`src/rtl/ctrl_seq_pkg.sv`:
```
// rtl/ctrl_seq_pkg.sv - shared states, opcodes, console modes and ALU encodings for ctrl_seq_unit
package ctrl_seq_pkg;

  typedef enum logic [2:0] {
    ST_IDLE,
    ST_SETUP,
    ST_CONS,
    ST_RUN,
    ST_HALT,
    ST_INTA
  } state_t;

  localparam logic [3:0] OP_NOP  = 4'h0;
  localparam logic [3:0] OP_ADD  = 4'h1;
  localparam logic [3:0] OP_SUB  = 4'h2;
  localparam logic [3:0] OP_AND  = 4'h3;
  localparam logic [3:0] OP_INC  = 4'h4;
  localparam logic [3:0] OP_LD   = 4'h5;
  localparam logic [3:0] OP_ST   = 4'h6;
  localparam logic [3:0] OP_JC   = 4'h7;
  localparam logic [3:0] OP_JZ   = 4'h8;
  localparam logic [3:0] OP_JMP  = 4'h9;
  localparam logic [3:0] OP_OUT  = 4'hA;
  localparam logic [3:0] OP_OR   = 4'hB;
  localparam logic [3:0] OP_XOR  = 4'hC;
  localparam logic [3:0] OP_NOP2 = 4'hD;
  localparam logic [3:0] OP_STP  = 4'hE;
  localparam logic [3:0] OP_EI   = 4'hF;

  localparam logic [2:0] MD_RUN  = 3'b000;
  localparam logic [2:0] MD_WMEM = 3'b001;
  localparam logic [2:0] MD_RMEM = 3'b010;
  localparam logic [2:0] MD_RREG = 3'b011;
  localparam logic [2:0] MD_WREG = 3'b100;

  typedef struct packed {
    logic [3:0] s;
    logic       m;
    logic       cin;
  } alu_t;

  typedef struct packed {
    logic ldz, ldc, cin, m, drw, abus, sbus, mbus;
    logic pcinc, pcadd, lpc, lar, arinc, memw, lir, selctl;
  } ctl_t;

  // ALU setting used in the first beat of each opcode; zero for opcodes that leave the ALU idle
  function automatic alu_t alu_code(input logic [3:0] op);
    alu_t a;
    a = '0;
    case (op)
      OP_ADD:         a = {4'b1001, 1'b0, 1'b1};
      OP_SUB:         a = {4'b0110, 1'b0, 1'b0};
      OP_AND:         a = {4'b1011, 1'b1, 1'b0};
      OP_INC:         a = {4'b0000, 1'b0, 1'b0};
      OP_OR:          a = {4'b1110, 1'b1, 1'b0};
      OP_XOR:         a = {4'b0110, 1'b1, 1'b0};
      OP_OUT, OP_LD:  a = {4'b1010, 1'b1, 1'b0};
      OP_JMP, OP_ST:  a = {4'b1111, 1'b1, 1'b0};
      default:        a = '0;
    endcase
    return a;
  endfunction

endpackage

```
`src/rtl/ctrl_seq_unit_beat_gen.sv`:
```
// rtl/ctrl_seq_unit_beat_gen.sv - one-hot beat counter, returns to W1 after the last beat
module ctrl_beat_gen #(
  parameter int NBEAT = 3
) (
  input  logic             clk,
  input  logic             rst_n,
  input  logic             last,
  output logic [NBEAT-1:0] beat
);

  localparam logic [NBEAT-1:0] W1 = NBEAT'(1);

  // only W1..W3 are ever used, so the third beat always wraps
  always_ff @(negedge clk or negedge rst_n) begin
    if (!rst_n)
      beat <= W1;
    else if (last || beat[2])
      beat <= W1;
    else
      beat <= beat << 1;
  end

endmodule

```
`src/rtl/ctrl_seq_unit.sv`:
```
// rtl/ctrl_seq_unit.sv - hardwired teaching-CPU controller with internal beat sequencer,
// console modes, single-step, halt/resume and one-level interrupt acknowledge
module ctrl_seq_unit
  import ctrl_seq_pkg::*;
#(
  parameter int REGW  = 2,
  parameter int NBEAT = 3
) (
  input  logic              T3,
  input  logic              CLR,
  input  logic [2:0]        SW,
  input  logic              START,
  input  logic              SSTEP,
  input  logic              INTR,
  input  logic [3:0]        IR,
  input  logic              C,
  input  logic              Z,
  output logic [NBEAT-1:0]  W,
  output logic              LDZ, LDC, CIN, M, DRW, ABUS, SBUS, MBUS,
  output logic              PCINC, PCADD, LPC, LAR, ARINC, MEMW, LIR, SELCTL,
  output logic [3:0]        S,
  output logic [2*REGW-1:0] SEL,
  output logic              STOP,
  output logic              INTA
);

  localparam logic [NBEAT-1:0] W1   = NBEAT'(1);
  localparam logic [REGW-1:0]  RONE = REGW'(1);
  localparam logic [REGW-1:0]  RTWO = REGW'(2);

  state_t           state;
  logic [2:0]       mode;
  logic             ie;
  logic [REGW-1:0]  ridx;
  logic [NBEAT-1:0] beat;

  ctl_t ctl;
  alu_t alu;
  logic adv;
  logic halt_req;

  ctrl_beat_gen #(.NBEAT(NBEAT)) u_beat (
    .clk   (T3),
    .rst_n (CLR),
    .last  (!adv),
    .beat  (beat)
  );

  assign {LDZ, LDC, CIN, M, DRW, ABUS, SBUS, MBUS,
          PCINC, PCADD, LPC, LAR, ARINC, MEMW, LIR, SELCTL} = ctl;

  always_comb begin
    ctl      = '0;
    alu      = '0;
    S        = '0;
    SEL      = '0;
    W        = '0;
    STOP     = 1'b0;
    INTA     = 1'b0;
    adv      = 1'b0;
    halt_req = 1'b0;
    case (state)
      ST_IDLE: STOP = 1'b1;
      ST_SETUP: begin
        W = beat;
        if (mode == MD_RUN) begin
          if (beat[0]) begin
            ctl.sbus = 1'b1; ctl.lpc = 1'b1; ctl.selctl = 1'b1;
            adv = 1'b1;
          end else begin
            ctl.lir = 1'b1; ctl.pcinc = 1'b1;
          end
        end else begin
          ctl.sbus = 1'b1; ctl.lar = 1'b1; ctl.selctl = 1'b1;
        end
      end
      ST_CONS: begin
        STOP = 1'b1;
        W    = W1;
        // a console op only fires on the START edge whose switches still match the latched mode
        if (START && SW == mode) begin
          case (mode)
            MD_WMEM: begin ctl.sbus = 1'b1; ctl.memw = 1'b1; ctl.arinc = 1'b1; end
            MD_RMEM: begin ctl.mbus = 1'b1; ctl.arinc = 1'b1; end
            MD_RREG: begin ctl.selctl = 1'b1; SEL = {ridx, ridx + RONE}; end
            MD_WREG: begin
              ctl.sbus = 1'b1; ctl.drw = 1'b1; ctl.selctl = 1'b1;
              SEL = {ridx, ridx};
            end
            default: ;
          endcase
        end
      end
      ST_RUN: begin
        W = beat;
        if (beat[0]) begin
          alu     = alu_code(IR);
          S       = alu.s;
          ctl.m   = alu.m;
          ctl.cin = alu.cin;
          case (IR)
            OP_ADD, OP_SUB, OP_INC: begin
              ctl.abus = 1'b1; ctl.drw = 1'b1; ctl.ldz = 1'b1; ctl.ldc = 1'b1;
              ctl.lir = 1'b1; ctl.pcinc = 1'b1;
            end
            OP_AND, OP_OR, OP_XOR: begin
              ctl.abus = 1'b1; ctl.drw = 1'b1; ctl.ldz = 1'b1;
              ctl.lir = 1'b1; ctl.pcinc = 1'b1;
            end
            OP_OUT: begin ctl.abus = 1'b1; ctl.lir = 1'b1; ctl.pcinc = 1'b1; end
            OP_JMP: begin ctl.abus = 1'b1; ctl.lpc = 1'b1; adv = 1'b1; end
            OP_LD, OP_ST: begin ctl.abus = 1'b1; ctl.lar = 1'b1; adv = 1'b1; end
            OP_JC: begin
              if (C) begin ctl.pcadd = 1'b1; adv = 1'b1; end
              else begin ctl.lir = 1'b1; ctl.pcinc = 1'b1; end
            end
            OP_JZ: begin
              if (Z) begin ctl.pcadd = 1'b1; adv = 1'b1; end
              else begin ctl.lir = 1'b1; ctl.pcinc = 1'b1; end
            end
            OP_STP: begin STOP = 1'b1; halt_req = 1'b1; end
            default: begin ctl.lir = 1'b1; ctl.pcinc = 1'b1; end
          endcase
        end else begin
          ctl.lir = 1'b1; ctl.pcinc = 1'b1;
          if (IR == OP_LD) begin
            ctl.mbus = 1'b1; ctl.drw = 1'b1;
          end else if (IR == OP_ST) begin
            S = 4'b1010; ctl.m = 1'b1; ctl.abus = 1'b1; ctl.memw = 1'b1;
          end
        end
      end
      ST_HALT: STOP = 1'b1;
      ST_INTA: begin
        W = beat;
        if (beat[0]) begin
          INTA = 1'b1; ctl.lpc = 1'b1;
          adv = 1'b1;
        end else begin
          ctl.lir = 1'b1; ctl.pcinc = 1'b1;
        end
      end
      default: STOP = 1'b1;
    endcase
  end

  always_ff @(negedge T3 or negedge CLR) begin
    if (!CLR) begin
      state <= ST_IDLE;
      mode  <= '0;
      ie    <= 1'b0;
      ridx  <= '0;
    end else begin
      case (state)
        ST_IDLE: begin
          if (START) begin
            mode <= SW;
            case (SW)
              MD_RUN, MD_WMEM, MD_RMEM: state <= ST_SETUP;
              MD_RREG, MD_WREG: begin state <= ST_CONS; ridx <= '0; end
              default: ;
            endcase
          end
        end
        ST_SETUP: if (!adv) state <= (mode == MD_RUN) ? ST_RUN : ST_CONS;
        ST_CONS: begin
          if (START) begin
            if (SW != mode)         state <= ST_IDLE;
            else if (mode == MD_RREG) ridx <= ridx + RTWO;
            else if (mode == MD_WREG) ridx <= ridx + RONE;
          end
        end
        ST_RUN: begin
          // LIR marks the final beat: this edge is the instruction boundary
          if (halt_req) begin
            state <= ST_HALT;
          end else if (ctl.lir) begin
            if (beat[0] && IR == OP_EI) ie <= 1'b1;
            if (SSTEP)            state <= ST_HALT;
            else if (INTR && ie)  state <= ST_INTA;
            else                  state <= ST_RUN;
          end
        end
        ST_HALT: if (START) state <= ST_RUN;
        ST_INTA: begin
          if (beat[0]) ie <= 1'b0;
          else         state <= ST_RUN;
        end
        default: state <= ST_IDLE;
      endcase
    end
  end

endmodule

```
`config.mk`:
```
export PLATFORM = sky130hd
export DESIGN_NAME = ctrl_seq_unit
export DESIGN_NICKNAME = d
export VERILOG_FILES = /design/src/rtl/ctrl_seq_pkg.sv /design/src/rtl/ctrl_seq_unit_beat_gen.sv /design/src/rtl/ctrl_seq_unit.sv
export SDC_FILE = /design/constraint.sdc
export NUM_CORES = 1
export LEC_CHECK = 0
export BUFFER_PORTS_ARGS = -buffer_cell sky130_fd_sc_hd__buf_2
export CAP_MARGIN = 5
export CORE_MARGIN = 5
export CORE_UTILIZATION = 45
export DETAILED_ROUTE_END_ITERATION = 12
export PLACE_DENSITY = 0.71
export SKIP_CTS_REPAIR_TIMING = 1
export SYNTH_ARGS = -nofsm -noshare
export SYNTH_HDL_FRONTEND = slang
export SYNTH_SLANG_ARGS = --single-unit
```
`constraint.sdc`:
```
create_clock -name T3 -period 2 [get_ports T3]
set_input_delay 0.4 -clock T3 [delete_from_list [all_inputs] [get_ports T3]]
set_output_delay 0.4 -clock T3 [all_outputs]
set_load 0.02 [all_outputs]
```
==> metrics.txt, run 1 <==
status aborted with a tool error; Stop stage 5_1_grt; Error [ERROR DPL-0038] Utilization greater than 100%, impossible to legalize; Synth Flop Type dfrtn_1; # IOs 43; largest cells by area after synthesis dfrtn_1 (19%), nor2_1 (7.4%), o21ai_0 (5.4%); standard-cell row count 20; Clock Sinks 12; GRT repair_timing worst endpoint SBUS; placed cell area 2600 sq um; depth of the CTS H-tree 1; synth warn 0; clk root buf clkbuf_4; Netlist cell types 63; area leader, netlist dfrtn_1; Die X 67.3 um; maximum number of pins on one net before global-route repair 13; mapped cell area 1480 sq um; Post-synth EDFFs 0; Syn Inst Count 201; kind of the worst endpoint primary output; clk buf depth 2; I/O Buffers 42; syn avg cell area 7.34 sq um; Post-synth ARST share 100%; Synth top area share 18.7%; Final Wtd Congestion 0.885; Post-Syn Nets 221; post-DP HPWL 4600 um; Initial Util 47.5%; Die Span Y 67.3 um; Num CTS Buffers 3; synthesized flop and latch total 12; register area share after synthesis 20.4%
cell families after synthesis:
family,Yosys count,share of synthesized area (%)
AND/OR/NAND/NOR,86,32.1
AO/OA/AOI/OAI,61,28.2
buffers and inverters,27,8.31
flip-flops,12,20.4
adder cells (fa/ha/maj),6,5.09
multiplexers,4,2.88
XOR/XNOR,5,2.97
through the flow:
stage / instances / setup TNS [ns] / worst slack (ns)
2_1_floorplan: 201 / -23.27 / -0.911
3_3_place_gp: 352 / -31.02 / -1.11
3_5_place_dp: 352 / -32.79 / -1.19
4_1_cts: 356 / -39.37 / -1.40
Yosys cell counts (4+ instances only):
master and number:
o21ai_0 16, a211oi_1 5, nand2b_1 4, inv_1 12, ha_1 6, nor3b_1 4
buf_4 4, nand2_1 13, nor2_1 29, xnor2_1 4, buf_2 5, a21oi_1 10
dfrtn_1 11, clkbuf_1 5, nor3_1 7
==> run 2: changes to the inputs <==
Settings changed: CORE_UTILIZATION 45 to 30, PLACE_DENSITY 0.71 to default, PLACE_DENSITY_LB_ADDON from default to 0.15.
==> run 2 against run 1 <==
  * The flow now finishes, with violations (setup timing)
  * Synthesized cell count did not move
  * Area after synthesis unchanged
==> metrics.txt, run 2 <==
most numerous cell in the Yosys netlist nor2_1; first-pass GRT wire length 9040 um; max-slew violation count 0; Synth top area share 18.7% (unchanged); post-synthesis adder-cell area fraction 5.09% (unchanged); relative max-transition margin 76.7%; Syn Inst Count 201 (unchanged); standard-cell row count 25 (+25%); Max Cap Violations 0; P_leak 1.50 nW; Global Route Usage Sum 17.6%; Post-Syn Nets 221 (unchanged); DR vias/cell 5.03; Die Span Y 80.1 um (+19%); CP startpoint kind flip-flop; Die X 80.1 um (+19%); Setup WS post-layout -1.21 ns; first-pass iteration count of the detailed router 4; vias in the first global route 1944; share of cells above drive strength 1 65.3%; HP Class flip-flop to flip-flop; Worst-path clk slew 0.04 ns; core area 4750 sq um; Post-synth top cells nor2_1 (29), o21ai_0 (16), nand2_1 (13); Critical Path AT 2.81 ns; Worst setup EP type output port; worst slew pin tran 0.348 ns; # IOs 43 (unchanged); Peak VDD IR 0.510 mV; mapped cell area 1480 sq um (unchanged); clk buf depth 2 (unchanged); Hold Violations, Final 0; Power Density 1100 nW/um^2; compound-gate portion of the synthesized area 28.2% (unchanged); Layout area overhead 118%; synthesized flop and latch total 12 (unchanged); register area share after synthesis 20.4% (unchanged); Post-synth EDFFs 0 (unchanged); initial antenna violation count 0; Post-Layout Inst Area 3220 sq um; largest cells by area after synthesis dfrtn_1 (19%), nor2_1 (7.4%), o21ai_0 (5.4%); largest family of logic cells by synthesized area simple AND/OR/NAND/NOR gates; slowest stage delay, CP 0.44 ns; DRC viols 0; initial drt markers 86; Final Wtd Congestion 0.818 (-7.6%); clk_lat worst skew 0.31 ns; Nets 347; critical path cell sequence nor2_2 > nand2_4 > or2_4 > buf_6 > o41ai_4 > buf_4; Critical Path Fanout Max 6; Core Util, Final 67.6%; WS Path Type flip-flop to output port; Largest regs mode (3), state (3), u_beat.beat (3); Synth Flop Type dfrtn_1; Initial Util 31.0% (-17 points); maximum number of pins on one net before global-route repair 13; worst path required time 1.60 ns; syn avg cell area 7.34 sq um (unchanged); synth warn 0 (unchanged); CTS tree yes; placed cell count 370 (+5.1%); placed cell area 2590 sq um (-0.34%); Clock Sinks 12 (unchanged); Slowest-stage cell, CP dfrtn_1; Die Area 6420 sq um; per-cell routed wire length 15.4 um; multiplexer share of the synthesized area 2.88% (unchanged); clk root buf clkbuf_8; xor and xnor area share after synthesis 2.97% (unchanged); Antenna Violating Nets Remaining 0; Post-synth ARST share 100% (unchanged); setup violators final 40; Fin Hold WS 0.505 ns; via count 1977; most common cell after layout, fill and taps aside buf_4; I/O Buffers 42 (unchanged); status complete, but fails checks; post-DP HPWL 4220 um (-8.3%); post-synthesis simple-gate area fraction 32.1% (unchanged); DRT Wirelength 6060 um; area leader, netlist dfrtn_1; failing checks setup timing; Netlist cell types 63 (unchanged); total gr overflow 0; ANT cells 0; depth of the CTS H-tree 1 (unchanged); Layout Skew 0.0485 ns; Num CTS Buffers 3 (unchanged); Non-Filler Instances 393; most frequent cells in the layout buf_4 (71), buf_6 (45), nor2_1 (18); RSZ-0062 raised after global routing true
-- run 2: cell counts after synthesis --
Identical to the previous run, type by type.
-- run 2: path summary, 6_finish.rpt --
| check | from | end | slack [ns] | depth (start not counted) |
|---|---|---|---|---|
| max in group asynchronous | CLR | u_beat.beat[0] | 0.76 | 1 |
| min in group asynchronous | CLR | u_beat.beat[2] | 0.89 | 1 |
| max reg2reg | state[0] | state[0] | -0.11 | 9 |
| max | state[2] | MEMW | -1.21 | 6 |
| min reg2reg | ie | ie | 0.50 | 2 |
| min | ie | ie | 0.50 | 2 |
-- run 2: per-layer routing --
metal | part of all wire, % | GRT usage [%] | wire length, um | vias up
met5 | 0 | 0 | 0 | -
met3 | 4.4 | 2.80 | 266 | 10
met4 | 1.6 | 3.55 | 97 | 0
met1 | 39 | 21.6 | 2390 | 938
li1 | - | - | - | 974
met2 | 55 | 32.1 | 3300 | 55
-- run 2: report_power, final --
group / switching, mW / internal (mW)
clock: 0.104 / 0.139
combinational: 1.37 / 1.47
sequential: 0.111 / 0.348
total: 1.59 / 1.95
-- run 2: layout make-up --
| cell class | count | area, sq um |
|---|---|---|
| inverters | 11 | 72.6 |
| flip-flops and latches | 12 | 302 |
| clock inverters | 2 | 7.51 |
| well taps | 67 | 83.8 |
| fillers | 392 | 1540 |
| multi-input cells | 162 | 1490 |
| repair buffers | 136 | 1220 |
| clock buffers | 3 | 41.3 |
-- run 2: logic make-up after synthesis --
logic type	after synthesis
DFF	12
and+or+nand+nor	86
adders and majority gates	6
buffers and inverters	27
muxes	4
AOI/OAI and AO/OA	61
xor gates and xnor gates	5
-- run 2: through the flow --
step / total power [mW] / setup WS (ns) / TNS (ns)
after CTS: 2.82 / -1.27 / -37.46
final: 3.54 / -1.21 / -35.63
after detailed placement: 2.57 / -1.14 / -32.27
after floorplan: 1.80 / -0.911 / -23.27
after global routing: 3.77 / -1.29 / -38.44
after global placement: 2.55 / -1.12 / -31.89
-- run 2: worst max-delay path: cells and delay by family (launching register included) --
kind | cells | cell delay (ns)
AOI/OAI and AO/OA | 1 | 0.22
buffers and inverters | 2 | 0.34
DFF | 1 | 0.44
and+or+nand+nor | 3 | 0.54
No activity file was read; power rests on OpenSTA's default activity.
==> run 3: changes to the inputs <==
==> constraint.sdc (replaced) <==
create_clock -name T3 -period 2 [get_ports T3]
set_input_delay 0.4 -clock T3 [delete_from_list [all_inputs] [get_ports T3]]
set_output_delay 0.4 -clock T3 [all_outputs]
set_load 0.005 [all_outputs]
==> run 3 against run 2 <==
  * The flow still finishes with violations (setup timing)
  * Via count is 2.6% lower
  * Clock power is 2% lower
  * Clock-buffer cell count is 1 higher
  * Sequential cell count stayed put
  * Cell count is 4.8% lower
==> metrics.txt, run 3 (synthesized netlist as in run 2, its figures left out) <==
status complete, but fails checks; failing checks setup timing; setup TNS -34.32 ns (+1.30 ns); I/O Buffers 42 (unchanged); Final Power 2.84 mW (-20%); post-DP HPWL 4110 um (-2.7%); Critical Path AT 2.75 ns (-0.06 ns); clk buf depth 2 (unchanged); Setup WS post-layout -1.15 ns (+0.0592 ns); HP Class flip-flop to flip-flop; Combinational Power Share 75.8% (-4.4 points); Worst setup EP type output port; CP startpoint kind flip-flop; switch share 44.0% (-0.79 points); Die Span Y 80.1 um (unchanged); max-slew violation count 0 (unchanged); Antenna Violating Nets Remaining 0 (unchanged); Clock power frac 8.4% (+1.5 points); worst slew pin tran 0.502 ns (+0.154 ns); Initial Util 31.0% (unchanged); Worst-path clk slew 0.04 ns (about the same); standard-cell row count 25 (unchanged); via count 1926 (-2.6%); initial antenna violation count 0 (unchanged); Clock Sinks 12 (unchanged); ANT cells 0 (unchanged); Critical Path Fanout Max 6 (unchanged); Num CTS Buffers 3 (unchanged); Die X 80.1 um (unchanged); Layout area overhead 88.7%; part of the power in registers 15.8% (+2.8 points); most common cell after layout, fill and taps aside buf_4; maximum number of pins on one net before global-route repair 14 (+1); DRT Wirelength 5290 um (-13%); share of cells above drive strength 1 59.9% (-5.4 points); Power Density 1020 nW/um^2 (-7.2%); depth of the CTS H-tree 1 (unchanged); per-cell routed wire length 14.1 um (-8.2%); Switch Pwr 1.25 mW (-21%); CTS tree yes; Hold Violations, Final 0 (unchanged); WS Path Type flip-flop to output port; P_int 1.59 mW (-18%); DR vias/cell 5.15 (+2.4%); Max Cap Violations 0 (unchanged); setup violators final 40 (unchanged); # IOs 43 (unchanged); Layout Skew 0.0427 ns (-0.00587 ns); first-pass GRT wire length 8490 um (-6.1%); RSZ-0062 raised after global routing true; clk root buf clkbuf_8; initial drt markers 124 (+44%); Largest regs mode (3), state (3), u_beat.beat (3); P_leak 1.35 nW (-10%); worst path required time 1.60 ns (about the same); Nets 328 (-5.5%); DRC viols 0 (unchanged); most frequent cells in the layout buf_4 (62), buf_2 (38), nor2_1 (19); total gr overflow 0 (unchanged); Final Wtd Congestion 0.822 (+0.46%); Die Area 6420 sq um (unchanged); relative max-transition margin 66.5% (-10 points); Peak VDD IR 0.409 mV (-20%); Global Route Usage Sum 16.7% (-0.88 points); vias in the first global route 1784 (-8.2%); clk_lat worst skew 0.30 ns (about the same); core area 4750 sq um (unchanged); first-pass iteration count of the detailed router 4 (unchanged)
-- run 3: layout make-up --
| cell class | count | area, sq um |
|---|---|---|
| Fill cell | 432 | 1970 |
| Multi-Input combinational cell | 162 | 1400 |
| Timing Repair Buffer | 117 | 876 |
| Sequential cell | 12 | 302 |
| Tap cell | 67 | 83.8 |
| Inverter | 11 | 70.1 |
| Clock buffer | 4 | 45.0 |
| Clock inverter | 1 | 3.75 |
-- run 3: worst paths after layout --
| kind | end | cells past startpoint | start | slack [ns] |
|---|---|---|---|---|
| setup / recovery | S[1] | 6 | state[0] | -1.15 |
| hold / removal | ie | 2 | ie | 0.46 |
| setup reg to reg | state[1] | 9 | state[2] | -0.17 |
| hold reg to reg | ie | 2 | ie | 0.46 |
| max in group asynchronous | u_beat.beat[0] | 1 | CLR | 0.75 |
| min in group asynchronous | state[0] | 1 | CLR | 0.90 |
-- run 3: power by group through the flow --
stage | Clock, mW | Sequential (mW) | Combinational (mW)
floorplan | 0.00626 | 0.418 | 1.09
global placement | 0.00626 | 0.448 | 1.81
detailed placement | 0.00626 | 0.446 | 1.82
CTS | 0.247 | 0.445 | 1.83
global route | 0.265 | 0.461 | 2.33
finish | 0.238 | 0.450 | 2.16
-- run 3: critical path, cell delays in order, from the launching register on --
cell and delay (ns):
dfrtn_1 0.56, nand2b_4 0.07, or2_4 0.25, nor3_4 0.12
nand3b_1 0.21, o21ai_0 0.13, buf_2 0.13
-- run 3: stage by stage --
step                setup WS, ns  std cells  util (%)  area (sq um)  hold WS, ns
floorplan                 -0.787        201         -          1730        0.447
global placement           -1.14        363      50.9          2420        0.472
detailed placement         -1.16        363      50.9          2420        0.477
CTS                        -1.21        367      51.9          2470        0.477
global route               -1.20        374      58.6          2780        0.512
finish                     -1.15        374      58.6          2780        0.461
-- run 3: metal layers --
metal	vias to the layer above	share of wire, %	track usage, %
met2	50	49	27.4
li1	939	-	-
met4	0	1.6	5.74
met1	928	46	22.7
met5	-	0	0
met3	9	3.8	1.68
